`src/rtl/rv32i_types.sv`:
```
// rtl/rv32i_types.sv - shared types: cacheline/beat widths and line type
package rv32i_types;

    localparam int LINE_WIDTH = 256;
    localparam int BEAT_WIDTH = 64;
    localparam int BEATS      = LINE_WIDTH / BEAT_WIDTH;

    typedef logic [LINE_WIDTH-1:0] line_t;

    // Clears the byte-within-line offset so bursts always start on a line boundary
    function automatic logic [31:0] line_align(input logic [31:0] addr);
        return {addr[31:5], 5'b0};
    endfunction

endpackage

```
`src/rtl/line_beat_buffer.sv`:
```
// rtl/line_beat_buffer.sv - 256-bit line register with beat-indexed write port and read mux
module line_beat_buffer
    import rv32i_types::*;
(
    input  logic                  clk,
    input  logic                  rst,
    input  logic                  load_en,
    input  logic [LINE_WIDTH-1:0] load_data,
    input  logic                  beat_we,
    input  logic [1:0]            beat_idx,
    input  logic [BEAT_WIDTH-1:0] beat_wdata,
    output logic [LINE_WIDTH-1:0] line_q,
    output logic [BEAT_WIDTH-1:0] beat_rdata
);

    line_t data_q;

    // Whole-line load wins over a single-beat update; the adaptor never asks for both at once
    always_ff @(posedge clk or negedge rst) begin
        if (!rst) begin
            data_q <= '0;
        end else if (load_en) begin
            data_q <= load_data;
        end else if (beat_we) begin
            data_q[BEAT_WIDTH*beat_idx +: BEAT_WIDTH] <= beat_wdata;
        end
    end

    assign line_q     = data_q;
    assign beat_rdata = data_q[BEAT_WIDTH*beat_idx +: BEAT_WIDTH];

endmodule

```
`src/rtl/line_burst_adaptor.sv`:
```
// rtl/line_burst_adaptor.sv - 256-bit line to 4x64-bit burst adaptor; LINE_ADAPTOR_FAST_RESP_EN drops the DONE cycle
module line_burst_adaptor
    import rv32i_types::*;
(
    input  logic                  clk,
    input  logic                  rst,
    input  logic                  line_read,
    input  logic                  line_write,
    input  logic [31:0]           line_address,
    input  logic [LINE_WIDTH-1:0] line_wdata,
    output logic                  line_resp,
    output logic [LINE_WIDTH-1:0] line_rdata,
    output logic                  burst_read,
    output logic                  burst_write,
    output logic [31:0]           burst_address,
    output logic [BEAT_WIDTH-1:0] burst_wdata,
    input  logic [BEAT_WIDTH-1:0] burst_rdata,
    input  logic                  burst_resp
);

    typedef enum logic [1:0] {
        IDLE     = 2'd0,
        RD_BURST = 2'd1,
        WR_BURST = 2'd2,
        DONE     = 2'd3
    } state_t;

    state_t      state_q;
    logic [1:0]  cnt_q;
    logic [31:0] addr_q;

    logic        in_burst;
    logic        last_beat;
    logic        buf_load;
    logic        buf_beat_we;
    line_t       buf_line;
    logic [BEAT_WIDTH-1:0] buf_beat;

    assign in_burst    = (state_q == RD_BURST) || (state_q == WR_BURST);
    assign last_beat   = in_burst && burst_resp && (cnt_q == 2'd3);
    assign buf_load    = (state_q == IDLE) && line_write;
    assign buf_beat_we = (state_q == RD_BURST) && burst_resp;

    line_beat_buffer u_buffer (
        .clk        (clk),
        .rst        (rst),
        .load_en    (buf_load),
        .load_data  (line_wdata),
        .beat_we    (buf_beat_we),
        .beat_idx   (cnt_q),
        .beat_wdata (burst_rdata),
        .line_q     (buf_line),
        .beat_rdata (buf_beat)
    );

    // Transaction sequencer: requests are only looked at in IDLE, beats advance on burst_resp
    always_ff @(posedge clk or negedge rst) begin
        if (!rst) begin
            state_q <= IDLE;
            cnt_q   <= 2'd0;
            addr_q  <= 32'd0;
        end else begin
            case (state_q)
                IDLE: begin
                    cnt_q <= 2'd0;
                    if (line_write) begin
                        state_q <= WR_BURST;
                        addr_q  <= line_align(line_address);
                    end else if (line_read) begin
                        state_q <= RD_BURST;
                        addr_q  <= line_align(line_address);
                    end
                end
                RD_BURST, WR_BURST: begin
                    if (burst_resp) begin
                        cnt_q <= cnt_q + 2'd1;
                    end
                    if (last_beat) begin
`ifdef LINE_ADAPTOR_FAST_RESP_EN
                        state_q <= IDLE;
`else
                        state_q <= DONE;
`endif
                    end
                end
                DONE: begin
                    state_q <= IDLE;
                end
                default: begin
                    state_q <= IDLE;
                end
            endcase
        end
    end

    assign burst_read    = (state_q == RD_BURST);
    assign burst_write   = (state_q == WR_BURST);
    assign burst_address = addr_q;
    assign burst_wdata   = (state_q == WR_BURST) ? buf_beat : '0;

`ifdef LINE_ADAPTOR_FAST_RESP_EN
    // The final read beat bypasses the buffer so the line is complete in the same cycle
    assign line_resp  = last_beat;
    assign line_rdata = ((state_q == RD_BURST) && last_beat)
                        ? {burst_rdata, buf_line[LINE_WIDTH-BEAT_WIDTH-1:0]}
                        : buf_line;
`else
    assign line_resp  = (state_q == DONE);
    assign line_rdata = buf_line;
`endif

endmodule

```
`config.mk`:
```
export PLATFORM = sky130hd
export DESIGN_NAME = line_burst_adaptor
export DESIGN_NICKNAME = d
export VERILOG_FILES = /design/src/rtl/rv32i_types.sv /design/src/rtl/line_beat_buffer.sv /design/src/rtl/line_burst_adaptor.sv
export SDC_FILE = /design/constraint.sdc
export NUM_CORES = 1
export LEC_CHECK = 0
export CAP_MARGIN = 20
export CORE_AREA = 2 2 276 278
export CTS_CLUSTER_DIAMETER = 120
export CTS_CLUSTER_SIZE = 40
export DETAILED_ROUTE_END_ITERATION = 10
export DIE_AREA = 0 0 278 280
export SLEW_MARGIN = 40
export SYNTH_ARGS = -nofsm -noshare
export SYNTH_HDL_FRONTEND = slang
export SYNTH_SLANG_ARGS = --single-unit
```
`constraint.sdc`:
```
create_clock -name clk -period 2.45 [get_ports clk]
set_clock_uncertainty 0.05 [all_clocks]
set_input_delay 0.3675 -clock clk [delete_from_list [all_inputs] [get_ports clk]]
set_output_delay 0.3675 -clock clk [all_outputs]
set_load 0.01 [all_outputs]
```
# Word level (Yosys, flattened, before mapping)
# Cells that the tools add are included.
op_classes:
  addsub: 2
  eq_ne: 7
  n_shift: 3
  n_mux: 12
  n_reduce_logical: 13
op_table:
  columns: ["cell", "count"]
  rows:
  - ["2-to-1 mux 256 bit", 2]
  - ["bitwise mux 256 bit", 1]
  - ["variable shift 64 x 34 -> 256 bit (first input constant)", 1]
  - ["indexed part select 256 x 9 -> 64 bit", 1]
  - ["indexed part select 64 x 34 -> 256 bit", 1]
  - ["2-to-1 mux 32 bit", 2]
  - ["2-to-1 mux 64 bit", 1]
  - ["negation 8 -> 34 bit", 1]
  - ["2-to-1 mux 2 bit", 4]
  - ["equality test 2 bit (second input constant)", 3]
  - ["case mux 2 bit (3 select lines)", 1]
  - ["AND reduction 2 bit", 3]
  - ["nonzero test 2 bit", 3]
  - ["logical AND 1 bit", 4]
  - ["inequality test 2 bit (second input constant)", 2]
  - ["case mux 2 bit (2 select lines)", 1]
  - ["inequality test 3 bit (second input constant)", 1]
  - ["adder 2 x 1 -> 2 bit (second input constant)", 1]
  - ["equality test 2 x 1 -> 1 bit (second input constant)", 1]
  - ["zero test 2 bit", 1]
  - ["OR reduction 2 bit", 1]
  - ["logical OR 1 bit", 1]
totals:
  ff_bits: 292
  output_inout_bits: 355
  elab_cells: 41

# Logic depth before layout (Yosys ltp)
# Gate-level depths: netlist (run 1).
depth:
  ltp_word: 6
  mapped_depth: 9

# Hierarchy
# From an unflattened synthesis (run 1), not the netlist that was laid out.
unflattened:
  hier_cells: 1108
  hier_area_um2: 14485.1
by_module_without_submodules:
  columns: ["mod", "instances", "cells_per_inst", "area_each_um2"]
  rows:
  - ["line_beat_buffer", 1, 946, 12639.6]
  - ["line_burst_adaptor", 1, 162, 1845.5]

# Worst setup path after synthesis (run 1)
# OpenSTA, ideal clock, no wires.
synth_path:
  kind: "reg-to-reg"
  startpoint: "reg cnt_q[1]"
  endpoint: "reg u_buffer.data_q[10] (netlist: u_buffer.line_q[10])"
  t_arrival_ns: 2.362
  setup_slack_ns: -0.054
  stages_incl_launch_ff: 9
  cell_sequence: "dfrtp_1 > buf_2 > buf_1 > inv_1 > ha_1 > or4b_1 > buf_6 > buf_8 > o31ai_2"
synth_via:
  elab_chain_len: 5
synth_rtl:
  columns: ["item", "line_no", "text"]
  rows:
  - ["start, declared", "line_burst_adaptor.sv:29", "logic [1:0] cnt_q;"]
  - ["start signal, assigned", "line_burst_adaptor.sv:76", "cnt_q <= cnt_q + 2'd1;"]
  - ["negation 8 -> 34 bit *", "line_beat_buffer.sv:25", "data_q[BEAT_WIDTH*beat_idx +: BEAT_WIDTH] <= beat_wdata;"]
  - ["indexed part select 64 x 34 -> 256 bit or variable shift 64 x 34 -> 256 bit (tied branches)", "line_beat_buffer.sv:25", null]
  - ["bitwise mux 256 bit *", "line_beat_buffer.sv:25", null]
  - ["2-to-1 mux 256 bit *", "line_beat_buffer.sv:24", "end else if (beat_we) begin"]
  - ["2-to-1 mux 256 bit *", "line_beat_buffer.sv:22", "end else if (load_en) begin"]
  - ["end signal, assigned", "line_beat_buffer.sv:23", "data_q <= load_data;"]
  - ["end signal, assigned by index", "line_beat_buffer.sv:25", null]
  - ["end, declared", "line_beat_buffer.sv:16", "line_t data_q;"]
# Every way passes the cells marked *; elsewhere a longest branch is shown, timed or not. The select of a mux whose other input is x is not followed.
# A chain may end at the register's enable or synchronous reset.

# Final worst setup path (run 1)
layout_path:
  startpoint: "reg cnt_q[0]"
  endpoint: "out burst_wdata[50]"
layout_via:
  elab_chain_len: 2
layout_rtl:
  columns: ["item", "line_no", "text"]
  rows:
  - ["indexed part select 256 x 9 -> 64 bit", "line_beat_buffer.sv:30", "assign beat_rdata = data_q[BEAT_WIDTH*beat_idx +: BEAT_WIDTH];"]
  - ["2-to-1 mux 64 bit", "line_burst_adaptor.sv:99", "assign burst_wdata = (state_q == WR_BURST) ? buf_beat : '0;"]
  - ["end, declared", "line_burst_adaptor.sv:16", "output logic [BEAT_WIDTH-1:0] burst_wdata,"]
# Every way passes these cells.

==> results.md, run 1 <==
- Skew-Pair Late Insertion Delay: 530 ps
- Internal: 18.40 mW
- H-tree depth: 1
- WS Path Type: reg -> out
- Clock power share: 9.6%
- Sw power: 11.59 mW
- Critical Path Sink Type: output port
- Slew Limit Fails: 0
- Die Width: 278 um
- Switching Share: 38.65%
- I/O Pins: 712
- Drt total wl: 72950 um
- Final period util: 109.7%
- DP HPWL: 50690 um
- First-pass GRT wire length: 104800 um
- Worst-path clk slew: approximately 130 ps
- I/O Buffers: ~700
- P&R area growth vs syn: 67.20%
- Status: finished, violations left
- Worst-Margin Slew: 686.3 ps
- RSZ-0062 raised after global routing: true
- Gr usage total: 17.88%
- Worst setup path startpoint: cnt_q[0]
- Placeable Area: 75190 um^2
- Lkg Pwr: 10.75 nW
- Worst R2R Start: cnt_q[0]
- Final setup fails: 63
- Routing usage on met1: 22.52%
- Top cell type's share of synthesized area: between 40% and 50%
- Filler instances: 7502
- FF+latch area: 7189 um^2
- Min Hold Slack: ~350 ps
- Vert. Die Dim: 280 um
- Final Hold Vio Count: 0
- Top area cells in the synthesized netlist: dfrtp_1 (49%), mux4_2 (9.9%), a221o_1 (8.8%)
- Asr flop ratio synth: 100.0%
- CP Max Fanout: 8
- Slew headroom: 54.25%
- Post-Syn Instances: 1198
- Synthesized flop and latch total: 287
- Drt wl/cell: 25.43 um
- Routed vias/inst: 4.997
- Post-synth cell types: 38
- Die ar.: ~78000 um^2
- Synth area leader: dfrtp_1
- GR Overflow Total: 0
- DRT Pass-1 Iters: 5
- Met2 GRT Util: 30.46%
- Final Wtd Congestion: 0.8695
- Root buf cell: clkbuf_16
- Seq/Total Area, Yosys: roughly half
- Combinational share of power: 60.1%
- Fmax: 0.3722 GHz
- Num CTS Buffers: 12
- Maxcap violations: 0
- DRC: 0
- Tot Pwr: 29.99 mW
- Pre-CTS WS: -39.85 ps
- Post-Syn Area: 14610 um^2
- Failing checks: negative setup slack
- Final worst slack: -236.9 ps
- Tmin final: 2687 ps
- Yosys Warn Count: 0
- CP Data Required Time: 2030 ps
- Sequential share of power: 30.3%
- Hold WC Path Type: in -> reg
- Maximum vdd ir drop: ~0.7 mV
- CTS tree: done
- Hold_sp: line_write
- Final Core Density: 32.49%
- GRT busiest layer: met2
- Share of layout cells above drive strength 1: 19.52%
- EDFF count, synth: 0
- Pin count of the biggest net entering global routing: 72
- Grt met3 use: 3.681%
- CP Data Arrival Time: 2270 ps
- Multi-input combinational cell area: 7012 um^2
- Mapped Avg Cell Area: 12.20 um^2
- Initial Utilization: slightly below 20%
- Final nets: 2251
- Via count: 14340
- ANT nets after route: 0
- DR iter-0 viols: 1014
- Vias in the first global route: ~15000
- # rows: 101
- Initial antenna violation count: 4
- Synth Flop Type: dfrtp_1
- CTS sink count: 287
- CTS max path bufs: 3
- Startpoint types: register
- Power Dens Cells: around 1200 nW/um^2
==> cell families (layout without fill, tap and decap cells) <==
family                   count (synthesis)  count (layout)  share of synthesized area (%)
AO/OA/AOI/OAI                          392             392                          22.20
adder cells (fa/ha/maj)                 10              10                         0.8562
buffers and inverters                  151             839                          5.172
flip-flops                             287             287                          49.15
multiplexers                            94              94                          12.17
other                                    1               6                        0.02566
AND/OR/NAND/NOR                        263             263                          10.43
==> sequential cells by signal, indices dropped and copies added, names as in the netlist <==
name / count
burst_address: 27
state_q: 2
cnt_q: 2
u_buffer.line_q: 256
==> cell type report <==
cell class / count / share of cell area [%]
Timing Repair Buffer: 802 / 34.77
Sequential cell: 287 / 29.43
Multi-Input combinational cell: 764 / 28.70
Tap cell: 978 / 5.008
Clock buffer: 14 / 1.347
Clock inverter: 6 / 0.4455
Inverter: 17 / 0.2919
Antenna cell: 1 / 0.01024
==> synthesized netlist by cell type, types with 5 or more instances <==
| cell | number |
|---|---|
| buf_4 | 13 |
| o21ai_0 | 31 |
| a221o_1 | 128 |
| o21ai_1 | 23 |
| a22o_1 | 52 |
| a22oi_1 | 77 |
| buf_6 | 10 |
| inv_1 | 17 |
| buf_1 | 5 |
| and3_1 | 130 |
| and2_1 | 65 |
| buf_2 | 43 |
| mux2_2 | 29 |
| nand2_1 | 57 |
| clkbuf_1 | 62 |
| mux4_2 | 64 |
| dfrtp_1 | 287 |
| a21o_1 | 52 |
| o31ai_2 | 8 |
| o31ai_1 | 16 |
| ha_1 | 10 |
==> metrics by stage <==
step	instance area [um^2]	setup TNS, ps	cells
after floorplan	14630	0	1202
after global placement	23170	0	2817
after detailed placement	23170	-115.3	2817
after CTS	24220	-13640	2869
after global routing	24430	-13010	2868
final	24430	-8511	2869
==> routing by layer <==
metal  share of wire [%]  routed length [um]
met5               0.018                  13
met4                 3.5                2526
met3                 7.8                5706
met2                  49               35720
met1                  40               28980
==> cell usage in the layout, fill, tap and decap left out, drive strengths merged, types with 2 or more instances in the layout <==
| cell | count |
|---|---|
| a21o | 52 |
| buf | 165 |
| clkbuf | 15 |
| a32oi | 2 |
| a22o | 52 |
| dfrtp | 287 |
| nor2 | 3 |
| and2 | 65 |
| mux4 | 64 |
| clkdlybuf4s50 | 633 |
| o21ai | 55 |
| mux2 | 29 |
| inv | 18 |
| a221o | 128 |
| conb | 5 |
| and3 | 130 |
| ha | 10 |
| a22oi | 77 |
| nand2 | 57 |
| clkinv | 3 |
| nand4 | 2 |
| o31ai | 24 |
==> worst max-delay path: stages (launching register included) <==
cell and delay, ps:
dfrtp_4 490, buf_12 170, buf_12 150, buf_6 110, mux4_2 500, and2_1 150
buf_2 130
==> worst paths after layout <==
check	endpoint	slack, ps	depth (start not counted)
worst max register to register	u_buffer.line_q[41]	40	9
min in group asynchronous	burst_address[6]	380	2
worst max-delay path	burst_wdata[50]	-240	6
worst min-delay path	state_q[0]	350	3
max in group asynchronous	u_buffer.line_q[221]	1210	3
worst min register to register	burst_address[22]	480	1
==> power by group through the flow <==
stage	Clock, mW	Combinational (mW)	Sequential (mW)
after floorplan	0	6.92	9.40
after global placement	0	16.6	9.05
after detailed placement	0	16.7	9.10
after CTS	2.99	17.8	9.04
after global routing	3.15	19.1	9.33
final	2.87	18.0	9.09
==> what timing repair did <==
item	in CTS	in global routing
hold endpoints to repair	57	0
gates resized for setup	400	64
setup endpoints to repair	80	215
hold buffers	1	0
pin swaps	55	13
setup buffers	27	4
gates cloned	4	1
(Power assumes the default switching activity.)
==> run 2, diff against run 1 <==
--- a/config.mk
+++ b/config.mk
@@ -8,7 +8,7 @@
 export CAP_MARGIN = 20
 export CORE_AREA = 2 2 276 278
 export CTS_CLUSTER_DIAMETER = 120
-export CTS_CLUSTER_SIZE = 40
+export CTS_CLUSTER_SIZE = 12
 export DETAILED_ROUTE_END_ITERATION = 10
 export DIE_AREA = 0 0 278 280
 export SLEW_MARGIN = 40
==> results.md, run 2 (synthesis results as in run 1) <==
- Fmax: 0.3720 GHz (about the same)
- CP Data Arrival Time: 2270 ps (about the same)
- ANT nets after route: 0 (unchanged)
- Gr usage total: 19.13% (+1.2 points)
- DRC: 0 (unchanged)
- Placeable Area: 75190 um^2 (unchanged)
- Drt total wl: 78770 um (+8.0%)
- Maximum vdd ir drop: 0.6278 mV (-12%)
- Max FFs per register: 256 (unchanged)
- Via count: 14660 (+2.2%)
- Top delay family on crit path: buffers and inverters
- Met2 GRT Util: 33.09% (+2.6 points)
- Initial antenna violation count: 3 (-1)
- Final nets: 2289 (+1.7%)
- Final Cell Area: 25210 um^2 (+3.2%)
- CP max-delay cell: mux4_2
- H-tree depth: 1 (unchanged)
- Crit-path cells: buf_12 > buf_12 > buf_6 > mux4_2 > and2_1 > buf_2
- Initial Utilization: 19.43% (unchanged)
- Non-Filler Instances: 2900 (+1.1%)
- Final worst slack: -238.2 ps (-1.312 ps)
- Die ar.: 77840 um^2 (unchanged)
- Tmin final: 2688 ps (+1.312 ps)
- CP Max Fanout: 7 (-1)
- GR Overflow Total: 0 (unchanged)
- Skew-Pair Late Insertion Delay: 570 ps (+40 ps)
- WS Path Type: reg -> out
- Worst-Margin Slew: 694.5 ps (+8.175 ps)
- DP Cell Count: 2817 (unchanged)
- Routing usage on met1: 24.12% (+1.6 points)
- P&R area growth vs syn: 72.51%
- Final Core Density: 33.53% (+1.0 points)
- Lkg Pwr: 11.14 nW (+3.6%)
- CTS max path bufs: 3 (unchanged)
- CTS sink count: 287 (unchanged)
- Status: finished, violations left
- Diode count: 0 (-1)
- Num CTS Buffers: 27 (+15)
- Final setup fails: 63 (unchanged)
- CTS tree: done
- Final Wtd Congestion: 0.8695 (unchanged)
- Slew headroom: 53.70% (-0.54 points)
- Share of layout cells above drive strength 1: 21.23% (+1.7 points)
- DP HPWL: 50690 um (unchanged)
- Worst Path Buf+Inv: 4 (unchanged)
- Hold WC Path Type: in -> reg
- DRT Pass-1 Iters: 6 (+1)
- CP Data Required Time: 2030 ps (about the same)
- Most frequent cells in the layout: clkdlybuf4s50_1 (633), dfrtp_1 (285), and3_1 (128), a221o_1 (128), a22oi_1 (77)
- Failing checks: negative setup slack
- # rows: 101 (unchanged)
- Final Hold Vio Count: 0 (unchanged)
- RSZ-0062 raised after global routing: true
- Pre-CTS WS: -39.85 ps (unchanged)
- Grt met3 use: 4.047% (+0.37 points)
- Critical Path Sink Type: output port
- Startpoint types: register
- Pin count of the biggest net entering global routing: 72 (unchanged)
- I/O Buffers: 701 (unchanged)
- Power Dens Cells: 1244 nW/um^2 (+1.3%)
- Vias in the first global route: 15690 (+2.1%)
- Worst-path clk slew: 70 ps (-60 ps)
- Slew Limit Fails: 0 (unchanged)
- Final period util: 109.7% (about the same)
- First-pass GRT wire length: 110700 um (+5.6%)
- Drt wl/cell: 27.16 um (+6.8%)
- Placed Area: 23170 um^2 (unchanged)
- Routed vias/inst: 5.054 (+1.1%)
- Vert. Die Dim: 280 um (unchanged)
- Die Width: 278 um (unchanged)
- DR iter-0 viols: 1036 (+2.2%)
- GRT busiest layer: met2
- Maxcap violations: 0 (unchanged)
- Commonest non-fill, non-tap cell in the layout: clkdlybuf4s50_1
- Cell mode on critical path: buf_12
- Crit-path max cell delay: 500 ps (about the same)
- Root buf cell: clkbuf_16
- I/O Pins: 712 (unchanged)
-- run 2: cell types whose count changed in the layout (fill, tap and decap cells not counted), sizes merged --
cell,before,now
bufinv,1,0
inv,18,17
bufbuf,0,2
buf,165,183
dlygate4sd2,1,0
diode,1,0
clkdlybuf4s15,0,1
clkinvlp,1,0
clkbuf,15,33
clkinv,3,0
-- run 2: path summary, 6_finish.rpt --
check                                 startpoint  cells after the start                    to  slack, ps
worst min-delay path                  line_write                      3            state_q[0]        330
worst max-delay path                    cnt_q[0]                      6       burst_wdata[50]       -240
min in group asynchronous                    rst                      2     burst_address[22]        350
worst min register to register  burst_address[8]                      1      burst_address[8]        460
max in group asynchronous                    rst                      3  u_buffer.line_q[221]       1200
worst max register to register          cnt_q[0]                      9  u_buffer.line_q[200]         30
-- run 2: cell type report --
| class | instances | area [um^2] |
|---|---|---|
| clock buffers | 29 | 683.2 |
| fillers | 7472 | 49980 |
| inverters | 17 | 71.32 |
| multi-input cells | 764 | 7062 |
| flip-flops and latches | 287 | 7189 |
| well taps | 978 | 1224 |
| repair buffers | 825 | 8979 |
-- run 2: power by group --
part	internal, mW	switching (mW)
Sequential	6.97	2.16
Clock	1.94	1.84
Combinational	10.5	7.95
Total	19.4	11.9
-- run 2: metal layers --
metal  wire (um)  share of wire [%]  up-vias
met5          13              0.017        -
met4        2272                2.9        2
met3        6718                8.5      130
met2       38900                 49      931
met1       30870                 39     7476
li1            -                  -     6117
-- run 2: timing repair --
action | CTS | global route
cloned | 18 | 4
setup endpoints to repair | 110 | 238
setup buffers | 32 | 13
endpoints found under the hold margin | 57 | 0
pin swaps | 71 | 21
resized for setup | 437 | 55
hold buffers | 1 | 0
-- run 2: stage by stage --
stage | total power, mW | hold WS (ps) | TNS, ps
after floorplan | 16.33 | 21.91 | 0
after global placement | 25.61 | 369.2 | 0
after detailed placement | 25.83 | 370.5 | -115.3
after CTS | 31.30 | 242.0 | -19370
after global routing | 32.97 | 332.7 | -13240
final | 31.35 | 325.4 | -8206
-- run 2: worst register-to-register path: stages (launching register included) --
cell and delay (ps):
dfrtp_4 530, buf_12 170, buf_12 140, buf_6 130
ha_4 150, and3_4 160, and4b_4 290, buf_12 170
buf_16 150, a221o_1 360
